File: src/rtl/uart_tx_scheduler_pkg.sv
// Shared UART scheduler types: FSM state encoding,
// byte width and a clog2 helper for sizing.
package uart_tx_scheduler_pkg;

  localparam int BYTE_W = 8;

  typedef enum logic [1:0] {
    IDLE  = 2'd0,
    START = 2'd1,
    WAIT  = 2'd2,
    GAP   = 2'd3
  } sched_state_e;

  function automatic int clog2(input int v);
    int r;
    r = 0;
    for (int x = v - 1; x > 0; x = x >> 1) begin
      r++;
    end
    return r;
  endfunction

endpackage

File: src/rtl/uart_tx_scheduler_rr_arbiter_comb.sv
// Combinational round-robin pick: first set req bit searching from last+1 with wrap.
// Ports: req, last -> gnt (one-hot), gnt_idx, any_req.
module rr_arbiter_comb
  import uart_tx_scheduler_pkg::*;
#(
  parameter int N = 4,
  parameter int W = clog2(N)
) (
  input  logic [N-1:0] req,
  input  logic [W-1:0] last,
  output logic [N-1:0] gnt,
  output logic [W-1:0] gnt_idx,
  output logic         any_req
);

  logic         found;
  logic [W-1:0] cand;

  assign any_req = |req;

  always_comb begin
    gnt     = '0;
    gnt_idx = last;
    found   = 1'b0;
    cand    = '0;
    for (int i = 1; i <= N; i++) begin
      cand = W'((int'(last) + i) % N);
      if (!found && req[cand]) begin
        found        = 1'b1;
        gnt[cand]    = 1'b1;
        gnt_idx      = cand;
      end
    end
  end

endmodule

File: src/rtl/uart_tx_scheduler.sv
// Round-robin scheduler sharing one UART transmitter among NUM_REQ producers.
// Ports: clk/rst, req_valid/req_data/req_ready, tx_start/tx_data/tx_done,
// grant_id, busy, err_timeout/err_clr.
module uart_tx_scheduler
  import uart_tx_scheduler_pkg::*;
#(
  parameter int NUM_REQ      = 4,
  parameter int GAP_CYCLES   = 2,
  parameter int DONE_TIMEOUT = 4096
) (
  input  logic                      clk,
  input  logic                      rst,
  input  logic [NUM_REQ-1:0]        req_valid,
  input  logic [8*NUM_REQ-1:0]      req_data,
  output logic [NUM_REQ-1:0]        req_ready,
  output logic                      tx_start,
  output logic [7:0]                tx_data,
  input  logic                      tx_done,
  output logic [clog2(NUM_REQ)-1:0] grant_id,
  output logic                      busy,
  output logic                      err_timeout,
  input  logic                      err_clr
);

  localparam int IW  = clog2(NUM_REQ);
  localparam int TW  = clog2(DONE_TIMEOUT) + 1;
  localparam int GC  = clog2(GAP_CYCLES + 1);
  localparam int GW  = (GC < 1) ? 1 : GC;

  sched_state_e  state_q, state_d;
  logic [TW-1:0] to_q, to_d;
  logic [GW-1:0] gap_q, gap_d;
  logic          err_set;

  logic [NUM_REQ-1:0] gnt;
  logic [IW-1:0]      gidx;
  logic               any_req;

  rr_arbiter_comb #(
    .N (NUM_REQ),
    .W (IW)
  ) u_arb (
    .req     (req_valid),
    .last    (grant_id),
    .gnt     (gnt),
    .gnt_idx (gidx),
    .any_req (any_req)
  );

  // Outputs are masked while rst is high so nothing escapes mid-reset.
  assign req_ready = (state_q == IDLE && !rst) ? gnt : '0;
  assign tx_start  = (state_q == START) && !rst;
  assign busy      = (state_q != IDLE);

  always_comb begin
    state_d = state_q;
    to_d    = to_q;
    gap_d   = gap_q;
    err_set = 1'b0;
    unique case (state_q)
      IDLE: begin
        if (any_req) state_d = START;
      end
      START: begin
        to_d    = '0;
        state_d = WAIT;
      end
      WAIT: begin
        if (tx_done || to_q == TW'(DONE_TIMEOUT - 1)) begin
          // A timeout abandons the byte and exits like a normal done.
          err_set = !tx_done;
          if (GAP_CYCLES == 0) begin
            state_d = IDLE;
          end else begin
            state_d = GAP;
            gap_d   = GW'(GAP_CYCLES);
          end
        end else begin
          to_d = to_q + 1'b1;
        end
      end
      GAP: begin
        gap_d = gap_q - 1'b1;
        if (gap_q <= GW'(1)) state_d = IDLE;
      end
      default: state_d = IDLE;
    endcase
  end

  always_ff @(posedge clk) begin
    if (rst) begin
      state_q     <= IDLE;
      to_q        <= '0;
      gap_q       <= '0;
      tx_data     <= 8'h00;
      grant_id    <= IW'(NUM_REQ - 1);
      err_timeout <= 1'b0;
    end else begin
      state_q <= state_d;
      to_q    <= to_d;
      gap_q   <= gap_d;
      if (state_q == IDLE && any_req) begin
        tx_data  <= req_data[BYTE_W*int'(gidx) +: BYTE_W];
        grant_id <= gidx;
      end
      if (err_set) begin
        err_timeout <= 1'b1;
      end else if (err_clr) begin
        err_timeout <= 1'b0;
      end
    end
  end

endmodule

File: config.mk
export PLATFORM = sky130hd
export DESIGN_NAME = uart_tx_scheduler
export DESIGN_NICKNAME = d
export VERILOG_FILES = /design/src/rtl/uart_tx_scheduler_pkg.sv /design/src/rtl/uart_tx_scheduler_rr_arbiter_comb.sv /design/src/rtl/uart_tx_scheduler.sv
export SDC_FILE = /design/constraint.sdc
export NUM_CORES = 1
export LEC_CHECK = 0
export CORE_MARGIN = 2
export CORE_UTILIZATION = 45
export DETAILED_ROUTE_END_ITERATION = 6
export GPL_TIMING_DRIVEN = 0
export PLACE_DENSITY = 0.77
export SETUP_SLACK_MARGIN = 0.4
export SYNTH_ARGS = -nofsm -noshare
export SYNTH_HDL_FRONTEND = slang
export SYNTH_HIERARCHICAL = 1
export SYNTH_SLANG_ARGS = --single-unit
File: constraint.sdc
create_clock -name clk -period 3.1 [get_ports clk]
set_input_delay 0.93 -clock clk [delete_from_list [all_inputs] [get_ports clk]]
set_output_delay 0.93 -clock clk [all_outputs]
set_load 0.02 [all_outputs]
==> PnR_summary.wiki, run 1 <==
{| class="wikitable"
! Metric !! Value
|-
| Result of the run || finished, violations left
|-
| Violations in the final reports || setup timing
|-
| MaxCap Viol Count || 0
|-
| Area occupied by registers || 568.0 sq um
|-
| Aggregate routed wire length || 5944 um
|-
| Number of global-route vias before repair || 2142
|-
| Clk buf depth || 2
|-
| Sequential power share || 0.198
|-
| Post-detail-place hpwl || 3868 um
|-
| Number of cell rows || 25
|-
| Post-synthesis average cell area || 9.184 sq um
|-
| Combinational share of power || 0.718
|-
| Switching power summed over all nets || 999.2 uW
|-
| DRT iter0 DRCs || 123
|-
| Worst R2R Path Depth || 16
|-
| Remaining antenna violation count after routing || 0
|-
| CTS Sinks || 28
|-
| Initial Util || 0.4713
|-
| Number of antenna diodes || 0
|-
| Yosys top cell area share || 0.2501
|-
| Top post-synthesis cells by area || sky130_fd_sc_hd__dfxtp_1, sky130_fd_sc_hd__mux4_2, sky130_fd_sc_hd__ha_1
|-
| Area growth, synth to finish || 43.77%
|-
| Share of total power in the clock network || 0.084
|-
| Power density normalized to cell area || 751.0 nW/um^2
|-
| Primary FF master, synth || sky130_fd_sc_hd__dfxtp_1
|-
| Number of buffers and inverters on the critical path || 4
|-
| Number of synthesized flops with an enable pin || 0
|-
| Delay of the slowest critical-path stage || 0.51 ns
|-
| Fraction of synthesis flops using an asynchronous set or reset pin || 0
|-
| Remaining max-slew budget at the tightest pin || 0.5917
|-
| Launch instance of the worst min-delay path || tx_data[0]
|-
| Wire length of the first global-routing pass || 9597 um
|-
| Register bit count reported by yosys || 28
|-
| Filler instances || 379
|-
| Arrival time worst endpoint || 2.48 ns
|-
| Met2 wire length || 2973 um
|-
| Cell count after synthesis || 244
|-
| Total leakage power || 0.001305 uW
|-
| Synthesis Warnings || 6
|-
| Later-pin clock latency in the skew report || 0.28 ns
|-
| Core outline area || 4755 sq um
|-
| Layout net count || 388
|-
| Routability-driven placement congestion ratio || 0.8273
|-
| Final setup margin || -0.3114 ns
|-
| Num ports || 57
|-
| Fin crit period || 3.411 ns
|-
| WP data required || 2.17 ns
|-
| Wire length on met3 || 395 um
|-
| Height of the die || 74.57 um
|-
| CTS tree || yes
|-
| Total GRT Usage || 0.2203
|-
| Via-to-Cell Ratio || 5.554
|-
| Commonest non-fill, non-tap cell in the layout || sky130_fd_sc_hd__clkdlybuf4s50_1
|-
| Distinct cell type count of the synthesized netlist || 57
|-
| Metal1 wirelength || 2494 um
|-
| Tightest Pin Transition || 0.6102 ns
|-
| Post-route clock period utilization || 1.100
|-
| Top routing layer in use || met4
|-
| Core occupancy in the finished layout || 0.6776
|-
| Global-route congestion overflow total || 0
|-
| Clock-pin slew of the registers on the worst-case setup and hold paths || 0.09 ns
|-
| Leading cell types in the layout, fill and taps excluded || sky130_fd_sc_hd__clkdlybuf4s50_1, sky130_fd_sc_hd__nand2_1, sky130_fd_sc_hd__buf_4
|-
| RSZ-0062 raised after global routing || true
|-
| Pre-antenna DRT Iters || 4
|-
| CP Launch Type || input port
|-
| Worst setup skew after layout || 0.002954 ns
|-
| Worst setup EP type || output pin
|-
| Area used by multi-input combinational logic || 1558 sq um
|-
| Gate family responsible for the most delay along the worst path || buffers and inverters
|-
| Sink of the worst hold path || tx_data[0]
|-
| Cell internal power dissipation || 1420 uW
|-
| Total CTS buffers || 3
|-
| Hold buffers post-CTS || 0
|-
| Terminus of the critical flop-to-flop path || tx_data[4]
|-
| Setup slack of the most critical reg-to-reg path || 0.03 ns
|-
| Classification of the worst setup path || input port to output pin
|-
| Peak supply drop || 0.3641 mV
|-
| Top cell type by total area after synthesis || sky130_fd_sc_hd__dfxtp_1
|-
| Slowest cell on the critical path || sky130_fd_sc_hd__mux4_2
|-
| Final Slew Violations || 0
|-
| Share of cells above drive strength 1 || 0.3163
|-
| Max Fclk || 0.2931 GHz
|-
| Share of the yosys chip area belonging to registers || 0.2501
|-
| Total DRC errors in the routed layout || 0
|-
| H-tree lvl count || 1
|-
| Routed length per placed instance || 14.90 um
|-
| Worst reg2reg path startpoint || grant_id[0]
|-
| Full die area || 5560 sq um
|-
| Total number of vias || 2216
|-
| Hold Path Depth || 2
|-
| Cell area after synthesis || 2241 sq um
|-
| Number of endpoints failing setup at the final stage || 9
|-
| Post-synth net total || 299
|-
| Cells traversed along the worst timing path || buf_8, buf_8, mux4_2, buf_6, nand2_2, o21ai_1, a221o_1, and2_4, buf_6
|-
| Final-report hold violation count || 0
|-
| Final total negative setup slack || -1.177 ns
|-
| Largest net degree at the start of global routing || 16
|-
| Initial antenna violation count || 0
|-
| Cell at the root of the clock tree || sky130_fd_sc_hd__clkbuf_8
|-
| Switching power share of the total || 0.4130
|-
| Highest fanout seen on the critical path || 7
|-
| Die boundary width || 74.57 um
|-
| Hold WC Path Type || flop to flop
|-
| Number of I/O port buffers || 56
|}
## stage by stage
stage	std cells	worst slack, ns	instance area, sq um	hold slack, ns	power (uW)
after floorplan	244	0.008858	2273	0.4707	1525
after global placement	367	-1.138	2918	0.4403	1875
after detailed placement	367	-1.158	2918	0.4501	1899
after CTS	394	-0.2558	3144	0.4634	2272
after global routing	399	-0.3376	3222	0.4807	2600
final	399	-0.3114	3222	0.4578	2419
## cell usage after synthesis, types with 5 or more instances
cell type,instances
sky130_fd_sc_hd__ha_1,15
sky130_fd_sc_hd__nand3_1,14
sky130_fd_sc_hd__inv_1,10
sky130_fd_sc_hd__nor2_1,10
sky130_fd_sc_hd__mux4_2,10
sky130_fd_sc_hd__nand2_1,38
sky130_fd_sc_hd__nor2b_1,5
sky130_fd_sc_hd__a21oi_1,19
sky130_fd_sc_hd__buf_6,7
sky130_fd_sc_hd__dfxtp_1,28
## power by group through the flow
stage / Clock (uW) / Sequential (uW) / Combinational [uW]
after floorplan: 0 / 546 / 978
after global placement: 0 / 507 / 1370
after detailed placement: 0 / 510 / 1390
after CTS: 206 / 478 / 1590
after global routing: 220 / 486 / 1890
final: 204 / 479 / 1740
## cell type report
| type | instances | share of cell area |
|---|---|---|
| repair buffers | 84 | 0.2384 |
| inverters | 10 | 0.01282 |
| clock inverters | 1 | 0.001165 |
| well taps | 67 | 0.02602 |
| multi-input cells | 192 | 0.4835 |
| plain buffers | 14 | 0.04893 |
| clock buffers | 3 | 0.01282 |
| flip-flops and latches | 28 | 0.1763 |
## worst min-delay path: cells and delay by family, from the launching register on
| kind | cells | cell delay, ns |
|---|---|---|
| AOI/OAI and AO/OA | 1 | 0.05 |
| and+or+nand+nor | 1 | 0.05 |
| DFF | 1 | 0.32 |
## cell families (layout without fill, tap and decap cells)
family          count (synthesis)  after routing  synth area share
buf+inv                        24            112           0.08208
fa+ha+maj                      15             15           0.08375
simple gates                  108            108            0.2691
mux                            13             13            0.1217
compound gates                 56             56            0.1932
flops                          28             28            0.2501
## worst max path at each step
stage	depth (start not counted)	endpoint	from
after floorplan	7	req_ready[0]	req_valid[2]
after global placement	7	req_ready[1]	req_valid[0]
after detailed placement	7	req_ready[3]	req_valid[0]
after CTS	9	req_ready[2]	req_valid[2]
after global routing	9	req_ready[3]	req_valid[2]
final	9	req_ready[3]	req_valid[2]
## repair_timing
item / in CTS / in global routing
setup buffers: 22 / 5
cloned: 1 / 0
pin swaps: 3 / 3
gates resized for setup: 55 / 12
endpoints found under the setup margin: 16 / 14
## sequential cells by signal, summed over array words and instances, names as in the netlist
name / cells
gap_q: 2
err_timeout: 1
tx_data: 8
grant_id: 2
state_q: 2
to_q: 13
## per-layer routing
| metal | GRT usage | vias to the layer above |
|---|---|---|
| met5 | 0 | - |
| met4 | 0.03373 | 0 |
| met3 | 0.05420 | 8 |
| met2 | 0.3913 | 90 |
| met1 | 0.2757 | 1036 |
| li1 | - | 1082 |
Power figures use the tool's default switching activity.
==> run 2, diff against run 1 <==
- CORE_UTILIZATION: 45 -> 35
- PLACE_DENSITY: 0.77 -> not set
==> PnR_summary.wiki, run 2 (synthesis gave the netlist of run 1 again) <==
{| class="wikitable"
! Metric !! Value
|-
| Post-detail-place hpwl || 3928 um
|-
| Aggregate routed wire length || 5765 um
|-
| Sequential power share || 0.196
|-
| Final hold slack || 0.4584 ns
|-
| Global-route congestion overflow total || 0
|-
| Core occupancy in the finished layout || 0.5166
|-
| Delay of the slowest critical-path stage || 0.32 ns
|-
| Routed length per placed instance || 14.38 um
|-
| Routability-driven placement congestion ratio || 0.8296
|-
| Full die area || 7059 sq um
|-
| Layout net count || 380
|-
| Clock-pin slew of the registers on the worst-case setup and hold paths || 0.10 ns
|-
| Highest fanout seen on the critical path || 6
|-
| Fin crit period || 3.426 ns
|-
| Remaining max-slew budget at the tightest pin || 0.5179
|-
| Final setup margin || -0.3257 ns
|-
| Die boundary width || 84.02 um
|-
| Classification of the worst setup path || input port to output pin
|-
| Setup slack of the most critical reg-to-reg path || 0.43 ns
|-
| Violations in the final reports || setup timing
|-
| Total CTS buffers || 3
|-
| Final standard cell count with taps included and fillers excluded || 401
|-
| CP Launch Type || input port
|-
| Peak supply drop || 0.3373 mV
|-
| H-tree lvl count || 1
|-
| Clk buf depth || 2
|-
| Initial antenna violation count || 0
|-
| Number of endpoints failing setup at the final stage || 4
|-
| Switching power summed over all nets || 972.7 uW
|-
| Hold WC Path Type || flop to flop
|-
| Hold buffers post-CTS || 0
|-
| Arrival time worst endpoint || 2.50 ns
|-
| Register name with the most flops || to_q
|-
| Remaining antenna violation count after routing || 0
|-
| Initial Util || 0.3570
|-
| Combinational share of power || 0.683
|-
| Total leakage power || 0.001298 uW
|-
| Share of total power in the clock network || 0.121
|-
| Leading cell types in the layout, fill and taps excluded || sky130_fd_sc_hd__clkdlybuf4s50_1, sky130_fd_sc_hd__nand2_1, sky130_fd_sc_hd__dfxtp_1
|-
| MaxCap Viol Count || 0
|-
| Most repeated library cell on the critical path || sky130_fd_sc_hd__buf_6
|-
| WP data required || 2.17 ns
|-
| Num ports || 57
|-
| Max FFs per register || 13
|-
| Gate family responsible for the most delay along the worst path || compound AO/OA/AOI/OAI gates
|-
| Worst setup skew after layout || 0.005715 ns
|-
| CTS Sinks || 28
|-
| Wire length of the first global-routing pass || 9390 um
|-
| Number of antenna diodes || 0
|-
| Later-pin clock latency in the skew report || 0.28 ns
|-
| Largest registers in the final layout || to_q: 13 flops, tx_data: 8 flops
|-
| Total DRC errors in the routed layout || 0
|-
| CTS tree || yes
|-
| RSZ-0062 raised after global routing || true
|-
| Core outline area || 6277 sq um
|-
| Commonest non-fill, non-tap cell in the layout || sky130_fd_sc_hd__clkdlybuf4s50_1
|-
| Final Slew Violations || 0
|-
| Placed Cells incl. Taps || 377
|-
| Worst setup EP type || output pin
|-
| Final-report hold violation count || 0
|-
| Post-route clock period utilization || 1.105
|-
| Max Fclk || 0.2919 GHz
|-
| Cells traversed along the worst timing path || buf_8, buf_6, and3b_1, o211ai_1, o41ai_4, buf_4, a221o_1, and2_4, buf_6
|-
| Via-to-Cell Ratio || 5.317
|-
| Switching power share of the total || 0.3978
|-
| Height of the die || 84.02 um
|-
| Cell internal power dissipation || 1472 uW
|-
| Largest net degree at the start of global routing || 17
|-
| Pre-antenna DRT Iters || 4
|-
| Share of cells above drive strength 1 || 0.3025
|-
| Tightest Pin Transition || 0.7205 ns
|-
| Slowest cell on the critical path || sky130_fd_sc_hd__o211ai_1
|-
| Area growth, synth to finish || 44.72%
|-
| Result of the run || finished, violations left
|-
| Total number of vias || 2132
|-
| Number of cell rows || 29
|-
| Cell at the root of the clock tree || sky130_fd_sc_hd__clkbuf_8
|-
| Number of global-route vias before repair || 2081
|-
| DRT iter0 DRCs || 71
|-
| Number of I/O port buffers || 56
|-
| Number of buffers and inverters on the critical path || 4
|-
| Total GRT Usage || 0.1591
|-
| Power density normalized to cell area || 753.9 nW/um^2
|}
==> run 2: area by class of cell <==
class                   instances  area, sq um
plain buffers                  14        175.2
well taps                      77        96.34
inverters                      10        40.04
clock inverters                 1        30.03
clock buffers                   3        41.29
flip-flops and latches         28        568.0
multi-input cells             192         1563
fillers                       609         3034
repair buffers                 76        729.5
==> run 2: tightest hold or removal path: stages (launching register included) <==
cell	delay, ns
sky130_fd_sc_hd__dfxtp_1	0.32
sky130_fd_sc_hd__nand2_1	0.05
sky130_fd_sc_hd__a21oi_1	0.05
==> run 2: power by group through the flow <==
stage               Clock [uW]  Combinational [uW]  Sequential, uW
finish                     295                1670             479
global route               318                1820             490
CTS                        304                1580             480
detailed placement           0                1400             512
global placement             0                1390             509
floorplan                    0                 978             546
==> run 2: routing by layer <==
layer,routed length [um],track usage
met3,363,0.04352
met5,0,0
met2,2744,0.2669
met4,56,0.03226
met1,2601,0.2056
==> run 2: worst paths after layout <==
check                             startpoint            to  depth (start not counted)
worst min register to register    tx_data[2]    tx_data[2]                          2
worst max-delay path            req_valid[3]  req_ready[1]                          9
worst min-delay path              tx_data[2]    tx_data[2]                          2
worst max register to register   grant_id[1]    tx_data[4]                         13
==> run 2: through the flow <==
step	setup TNS (ns)	cell area, sq um	total power [uW]	setup slack [ns]
4_1_cts	-0.9925	3162	2366	-0.2528
5_1_grt	-1.430	3243	2633	-0.3657
3_5_place_dp	-8.351	2930	1910	-1.140
3_3_place_gp	-8.822	2930	1904	-1.179
2_1_floorplan	0	2273	1525	0.008858
6_report	-1.278	3243	2445	-0.3257
==> run 2: repair_timing <==
| action | 4_1_cts | 5_1_grt |
|---|---|---|
| setup buffers | 12 | 6 |
| cloned | 2 | 0 |
| pin swaps | 4 | 1 |
| gates resized for setup | 65 | 10 |
| hold endpoints to repair | 0 | 0 |
| endpoints found under the setup margin | 15 | 12 |
